==> config.mk <==
export PLATFORM = sky130hd
export DESIGN_NAME = clock_gate_controller
export DESIGN_NICKNAME = d
export VERILOG_FILES = /design/src/rtl/cg_pkg.sv /design/src/rtl/activity_monitor.sv /design/src/rtl/clock_gate_controller.sv
export SDC_FILE = /design/constraint.sdc
export NUM_CORES = 1
export LEC_CHECK = 0
export ABC_AREA = 1
export BUFFER_PORTS_ARGS = -buffer_cell sky130_fd_sc_hd__buf_4
export CAP_MARGIN = 10
export CORE_MARGIN = 10
export CORE_UTILIZATION = 53
export DETAILED_ROUTE_END_ITERATION = 6
export HOLD_SLACK_MARGIN = 0.03
export PLACE_DENSITY = 0.79
export RECOVER_POWER = 50
export SLEW_MARGIN = 0
export SYNTH_ARGS = -nofsm -noshare
export SYNTH_HDL_FRONTEND = slang
export SYNTH_HIERARCHICAL = 1
export SYNTH_SLANG_ARGS = --single-unit
==> constraint.sdc <==
create_clock -name Clk -period 4.49 [get_ports Clk]
set_clock_uncertainty 0.15 [all_clocks]
set_input_delay 0 -clock Clk [delete_from_list [all_inputs] [get_ports Clk]]
set_output_delay 0 -clock Clk [all_outputs]
set_load 0.02 [all_outputs]
==> src/rtl/cg_pkg.sv <==
// Shared definitions for the ALU clock-gate controller: FSM state encoding
// and the activity-level codes driven onto Scale_Sel.
package cg_pkg;

  typedef enum logic [1:0] {
    ST_OFF    = 2'd0,
    ST_WAKE   = 2'd1,
    ST_ACTIVE = 2'd2
  } cg_state_t;

  typedef enum logic [1:0] {
    SCALE_LOW     = 2'd0,
    SCALE_MIDLOW  = 2'd1,
    SCALE_MIDHIGH = 2'd2,
    SCALE_HIGH    = 2'd3
  } scale_t;

endpackage

==> src/rtl/activity_monitor.sv <==
// Counts accepted ALU operations over a free-running window and, at each
// window boundary, publishes a coarse activity level for clock scaling.
module activity_monitor
  import cg_pkg::*;
#(
  parameter int WINDOW = 16
) (
  input  logic       Clk,
  input  logic       Reset,
  input  logic       Ack,
  output logic [1:0] Scale_Sel
);

  localparam int CW  = $clog2(WINDOW);
  localparam int OPW = CW + 1;

  localparam logic [CW-1:0]  WIN_LAST = CW'(WINDOW - 1);
  localparam logic [OPW-1:0] OPS_MAX  = OPW'(WINDOW);
  localparam logic [OPW-1:0] TH_HIGH  = OPW'((3 * WINDOW) / 4);
  localparam logic [OPW-1:0] TH_MID   = OPW'(WINDOW / 2);
  localparam logic [OPW-1:0] TH_LOW   = OPW'(WINDOW / 4);

  logic [CW-1:0]  r_win_cnt;
  logic [OPW-1:0] r_op_cnt;
  scale_t         r_scale;

  logic           w_wrap;
  logic [OPW-1:0] w_ops_total;
  scale_t         w_level;

  assign w_wrap = (r_win_cnt == WIN_LAST);

  // Op count including this cycle's Ack, saturating so it can never wrap.
  assign w_ops_total = (r_op_cnt == OPS_MAX) ? r_op_cnt
                                             : r_op_cnt + {{CW{1'b0}}, Ack};

  // Map the window's op count onto the four activity levels.
  // NOTE: every signal assigned in always_comb gets a value on every path
  // (here via the if/else chain ending in a plain else) so no latch is inferred.
  always_comb begin
    if (w_ops_total >= TH_HIGH)     w_level = SCALE_HIGH;
    else if (w_ops_total >= TH_MID) w_level = SCALE_MIDHIGH;
    else if (w_ops_total >= TH_LOW) w_level = SCALE_MIDLOW;
    else                            w_level = SCALE_LOW;
  end

  // Window counter, op counter and the level latched on each wrap edge.
  // NOTE: sequential state uses non-blocking assignments so every flop samples
  // pre-edge values regardless of statement order.
  always_ff @(posedge Clk or posedge Reset) begin
    if (Reset) begin
      r_win_cnt <= '0;
      r_op_cnt  <= '0;
      r_scale   <= SCALE_LOW;
    end else begin
      r_win_cnt <= w_wrap ? '0 : r_win_cnt + 1'b1;
      r_op_cnt  <= w_wrap ? '0 : w_ops_total;
      if (w_wrap) r_scale <= w_level;
    end
  end

  assign Scale_Sel = r_scale;

endmodule

==> src/rtl/clock_gate_controller.sv <==
// Enable generator for the clock-gating cell in front of the ALU. The ALU
// clock stays off while idle, is woken by Req or Force_On, and operations are
// acknowledged only once the gated clock is known to be running. The
// downstream gate registers Enable, so the gated clock lags Enable by a cycle.
module clock_gate_controller
  import cg_pkg::*;
#(
  parameter int IDLE_TIMEOUT = 8,
  parameter int WAKE_CYCLES  = 2,
  parameter int WINDOW       = 16
) (
  input  logic       Clk,
  input  logic       Reset,
  input  logic       Req,
  input  logic       Force_On,
  output logic       Ack,
  output logic       Enable,
  output logic       Clk_Active,
  output logic [1:0] Scale_Sel
);

  localparam int IW = $clog2(IDLE_TIMEOUT) + 1;
  localparam int WW = $clog2(WAKE_CYCLES) + 1;

  localparam logic [IW-1:0] IDLE_LAST = IW'(IDLE_TIMEOUT - 1);
  localparam logic [WW-1:0] WAKE_LAST = WW'(WAKE_CYCLES - 1);

  cg_state_t     r_state;
  cg_state_t     w_next_state;
  logic [IW-1:0] r_idle_cnt;
  logic [WW-1:0] r_wake_cnt;
  logic          r_enable;
  logic          r_clk_active;

  logic          w_keep;
  logic          w_wake_done;
  logic          w_idle_done;

  // Force_On and Req both count as "work pending" for waking and idling.
  assign w_keep      = Req | Force_On;
  assign w_wake_done = (r_wake_cnt == WAKE_LAST);
  assign w_idle_done = (r_idle_cnt == IDLE_LAST);

  // State register plus Enable/Clk_Active flops fed from the next state,
  // so both outputs come straight from flops and cannot glitch into the gate.
  always_ff @(posedge Clk or posedge Reset) begin
    if (Reset) begin
      r_state      <= ST_OFF;
      r_enable     <= 1'b0;
      r_clk_active <= 1'b0;
    end else begin
      r_state      <= w_next_state;
      r_enable     <= (w_next_state != ST_OFF);
      r_clk_active <= (w_next_state == ST_ACTIVE);
    end
  end

  // Next-state decision; a pending request on the timeout edge keeps ACTIVE.
  always_comb begin
    w_next_state = r_state;
    case (r_state)
      ST_OFF:    if (w_keep)                 w_next_state = ST_WAKE;
      ST_WAKE:   if (w_wake_done)            w_next_state = ST_ACTIVE;
      ST_ACTIVE: if (!w_keep && w_idle_done) w_next_state = ST_OFF;
      default:                               w_next_state = ST_OFF;
    endcase
  end

  // Wake and idle counters; each is held at zero outside its own state.
  always_ff @(posedge Clk or posedge Reset) begin
    if (Reset) begin
      r_wake_cnt <= '0;
      r_idle_cnt <= '0;
    end else begin
      if (r_state == ST_WAKE && !w_wake_done) r_wake_cnt <= r_wake_cnt + 1'b1;
      else                                    r_wake_cnt <= '0;

      if (r_state == ST_ACTIVE && !w_keep && !w_idle_done)
        r_idle_cnt <= r_idle_cnt + 1'b1;
      else
        r_idle_cnt <= '0;
    end
  end

  // Ack is combinational so back-to-back operations complete one per cycle.
  always_comb begin
    Ack = Req & (r_state == ST_ACTIVE);
  end

  assign Enable     = r_enable;
  assign Clk_Active = r_clk_active;

  activity_monitor #(
    .WINDOW (WINDOW)
  ) u_activity_monitor (
    .Clk       (Clk),
    .Reset     (Reset),
    .Ack       (Ack),
    .Scale_Sel (Scale_Sel)
  );

endmodule

==> flow_metrics.py <==
metrics = {
    "outcome": {
        "result_of_the_run": "complete, no violations",
    },
    "final_layout": {
        "seq_area_um2": 526,
        "multi_input_comb_area_um2": 387,
        "fin_nets": 139,
        "num-fill-cells": 149,
        "diodes": 0,
        "fraction_of_final_layout_cells_sized_beyond_drive_strength_1_pct": 17.8,
        "flow.area_growth_from_synthesis_pct": 15.5,
    },
    "sta": {
        "postLayoutSetupSlackWorst_ns": 2.68,
        "fin_setup_tns_ns": 0,
        "worst-slew-pin-transition_ns": 0.396,
        "fmaxAchievable_ghz": 0.552,
        "hold_slack_ns": 0.0753,
        "final-max-slew-violation-count": 0,
        "finalSetupViolations": 0,
        "final-hold-violation-count": 0,
        "rsz_0062_raised_after_global_routing": "no",
        "layout_min_cycle_time_ns": 1.81,
        "relSlewSlack_pct": 73.5,
        "layout_worst_path_cycle_share_pct": 40.3,
    },
    "logic_synthesis": {
        "synth_nets": 122,
        "synth_seq_cells": 21,
        "synthesis.area_per_instance_um2": 8.80,
        "netlist-cell-type-count": 20,
        "synth_sequential_area_ratio_pct": 52.8,
        "netlist.area_leader.share_pct": 52.8,
        "syn_inst": 113,
        "synth_area_leader_cell": "sky130_fd_sc_hd__dfrtp_1",
        "total_standard_cell_area_after_synthesis_um2": 995,
        "yosys-top-cells-area": "sky130_fd_sc_hd__dfrtp_1, sky130_fd_sc_hd__nand2_1, sky130_fd_sc_hd__nor2_1",
        "ys_warn_count": 6,
    },
    "clock_tree": {
        "cts.repair_timing.setup_buffer_count": 0,
        "cts.sinks": 21,
        "cts.clk_slew.worst_paths_ns": 0.11,
        "cts_hold_repair.buffers": 4,
        "cts_tree": "built",
        "cts-root-to-sink-buffers": 2,
        "insertion_delay_ns": 0.29,
        "cts_inserted_buffers": 3,
        "cts_htree_levels": 1,
        "clock-root-buffer": "sky130_fd_sc_hd__clkbuf_4",
        "count_of_instances_resized_after_the_clock_tree_is_built": 0,
    },
    "floorplanning": {
        "floorplan_core_area_um2": 1750,
        "pin_count": 9,
        "floorplan.initialDensity_pct": 57.0,
        "die_extent_in_x_um": 63.3,
        "overall_die_height_um": 63.3,
        "rows": 15,
        "die-area_um2": 4010,
    },
    "power_and_ir_drop": {
        "totalPowerFinal_uw": 345,
        "power.density_cell_area_nw_per_um2": 300,
        "ir_worst_vdd_uv": 248,
        "total_leakage_power_uw": 0.000614,
    },
    "setup_path": {
        "end_kind": "register",
        "critPathArrivalTime_ns": 1.86,
        "data_required_time_of_the_worst_path_ns": 4.54,
        "critPathLaunchType": "register",
        "critical_path.max_fanout": 4,
        "timing.setup.critical_path_class": "register to register",
    },
    "place": {
        "pre_cts_slack_ns": 2.68,
        "dp.final_hpwl_mm": 1.17,
        "gp_congestion": 0.751,
        "placement.io_buffers": 8,
    },
    "global_route": {
        "pin_count_of_the_biggest_net_entering_global_routing": 12,
        "global_route_wire_length_before_repair_mm": 2.83,
        "via_count_of_the_first_global_routing_pass": 711,
        "grtUsageTotal_pct": 8.47,
        "number_of_antenna_violations_at_the_first_check_in_global_routing": 0,
        "grt_overflow_total": 0,
    },
    "job": {
        "maxCapViolations": 0,
    },
    "drt": {
        "first_iter_violations": 8,
        "antenna_violating_nets_post_route": 0,
        "wl_per_cell_um": 9.68,
        "routed-via-count": 713,
        "drc": 0,
        "detail_route.first_pass.iterations": 4,
        "wirelength_mm": 1.49,
        "via_cell_ratio": 4.63,
    },
    "hold_path": {
        "worstHoldPathType": "input port to asynchronous set/reset pin",
    },
}
## Yosys cell counts (all sizes together)
cell type  count
nand2         26
nor2          25
dfrtp         21
inv           20
nand3          6
ha             5
nand4          2
o21ai          2
or2            2
clkinv         1
nand3b         1
o21bai         1
xnor2          1
## metrics by stage
stage,instances,util (%),area [um^2]
after floorplan,113,-,995
after global placement,146,62.2,1090
after detailed placement,146,62.2,1090
after CTS,154,66.0,1150
after global routing,154,65.8,1150
final,154,65.8,1150
## cells in the final DEF, fill, tap and decap left out, drive strengths merged
cell type     n
buf           6
clkbuf        6
clkinv        1
dfrtp        21
dlygate4sd3   4
ha            5
inv          20
nand2        26
nand3         6
nand3b        1
nand4         2
nor2         25
o21ai         2
o21bai        1
or2           2
xnor2         1
## where the power goes
group / internal (uW) / total [uW] / switching, uW / leakage [uW]
registers: 199 / 205 / 5.25 / 0.000267
clock network: 34.5 / 85.7 / 51.2 / 0.0000150
logic: 24.5 / 54.8 / 30.3 / 0.000332
total: 258 / 345 / 86.7 / 0.000614
## layout make-up
type,count,area share (%)
clock buffer,4,2.29
inverter,21,7.19
multi-input combinational,71,33.7
sequential,21,45.8
tap,25,2.72
timing repair buffer,12,8.39
## per-layer routing
| layer | vias up | track usage, % | routed length [um] |
|---|---|---|---|
| met5 | - | 0 | 0 |
| met2 | 7 | 14.8 | 718 |
| li1 | 376 | - | - |
| met1 | 328 | 9.54 | 718 |
| met4 | 0 | 4.10 | 21 |
| met3 | 2 | 1.59 | 32 |
## path summary, 6_finish.rpt
kind,start,end,slack (ns),depth (start not counted)
max reg2reg,r_state[0]$_DFF_PP0_,u_activity_monitor/Scale_Sel[1]$_DFFE_PP0N_,2.68,12
max,r_state[0]$_DFF_PP0_,u_activity_monitor/Scale_Sel[1]$_DFFE_PP0N_,2.68,12
min in group Clk,r_wake_cnt[0]$_DFF_PP0_,r_wake_cnt[0]$_DFF_PP0_,0.29,1
min reg2reg,r_wake_cnt[0]$_DFF_PP0_,r_wake_cnt[0]$_DFF_PP0_,0.29,1
max in group asynchronous,Reset,u_activity_monitor/r_op_cnt[1]$_DFF_PP0_,3.82,3
min,Reset,r_idle_cnt[1]$_DFF_PP0_,0.08,3
## flip-flops by register name (all words and copies together) (netlist names)
register and flops:
r_wake_cnt 2, u_activity_monitor/Scale_Sel 2, r_idle_cnt 4, Clk_Active 1, u_activity_monitor/r_op_cnt 5, r_state 2, u_activity_monitor/r_win_cnt 4, Enable 1
## cell families (layout without fill, tap and decap cells)
logic type / count (synthesis) / after routing / share of synthesized area, %
compound gates: 3 / 3 / 2.14
fa+ha+maj: 5 / 5 / 6.29
flops: 21 / 21 / 52.8
simple gates: 62 / 62 / 29.6
xor+xnor: 1 / 1 / 0.881
buf+inv: 21 / 37 / 8.30
## worst max-delay path, cell delays in order, from the launching register on
cell and delay (ns):
sky130_fd_sc_hd__dfrtp_1 0.44, sky130_fd_sc_hd__clkinv_2 0.07, sky130_fd_sc_hd__nand2_2 0.06, sky130_fd_sc_hd__nor2_1 0.13, sky130_fd_sc_hd__ha_1 0.20, sky130_fd_sc_hd__ha_1 0.22, sky130_fd_sc_hd__nand3_1 0.09, sky130_fd_sc_hd__nand2_1 0.06
sky130_fd_sc_hd__nand2_1 0.07, sky130_fd_sc_hd__inv_1 0.08, sky130_fd_sc_hd__nand2_1 0.05, sky130_fd_sc_hd__nand2_1 0.05, sky130_fd_sc_hd__nand2_1 0.04
No activity file was read; power rests on OpenSTA's default activity.
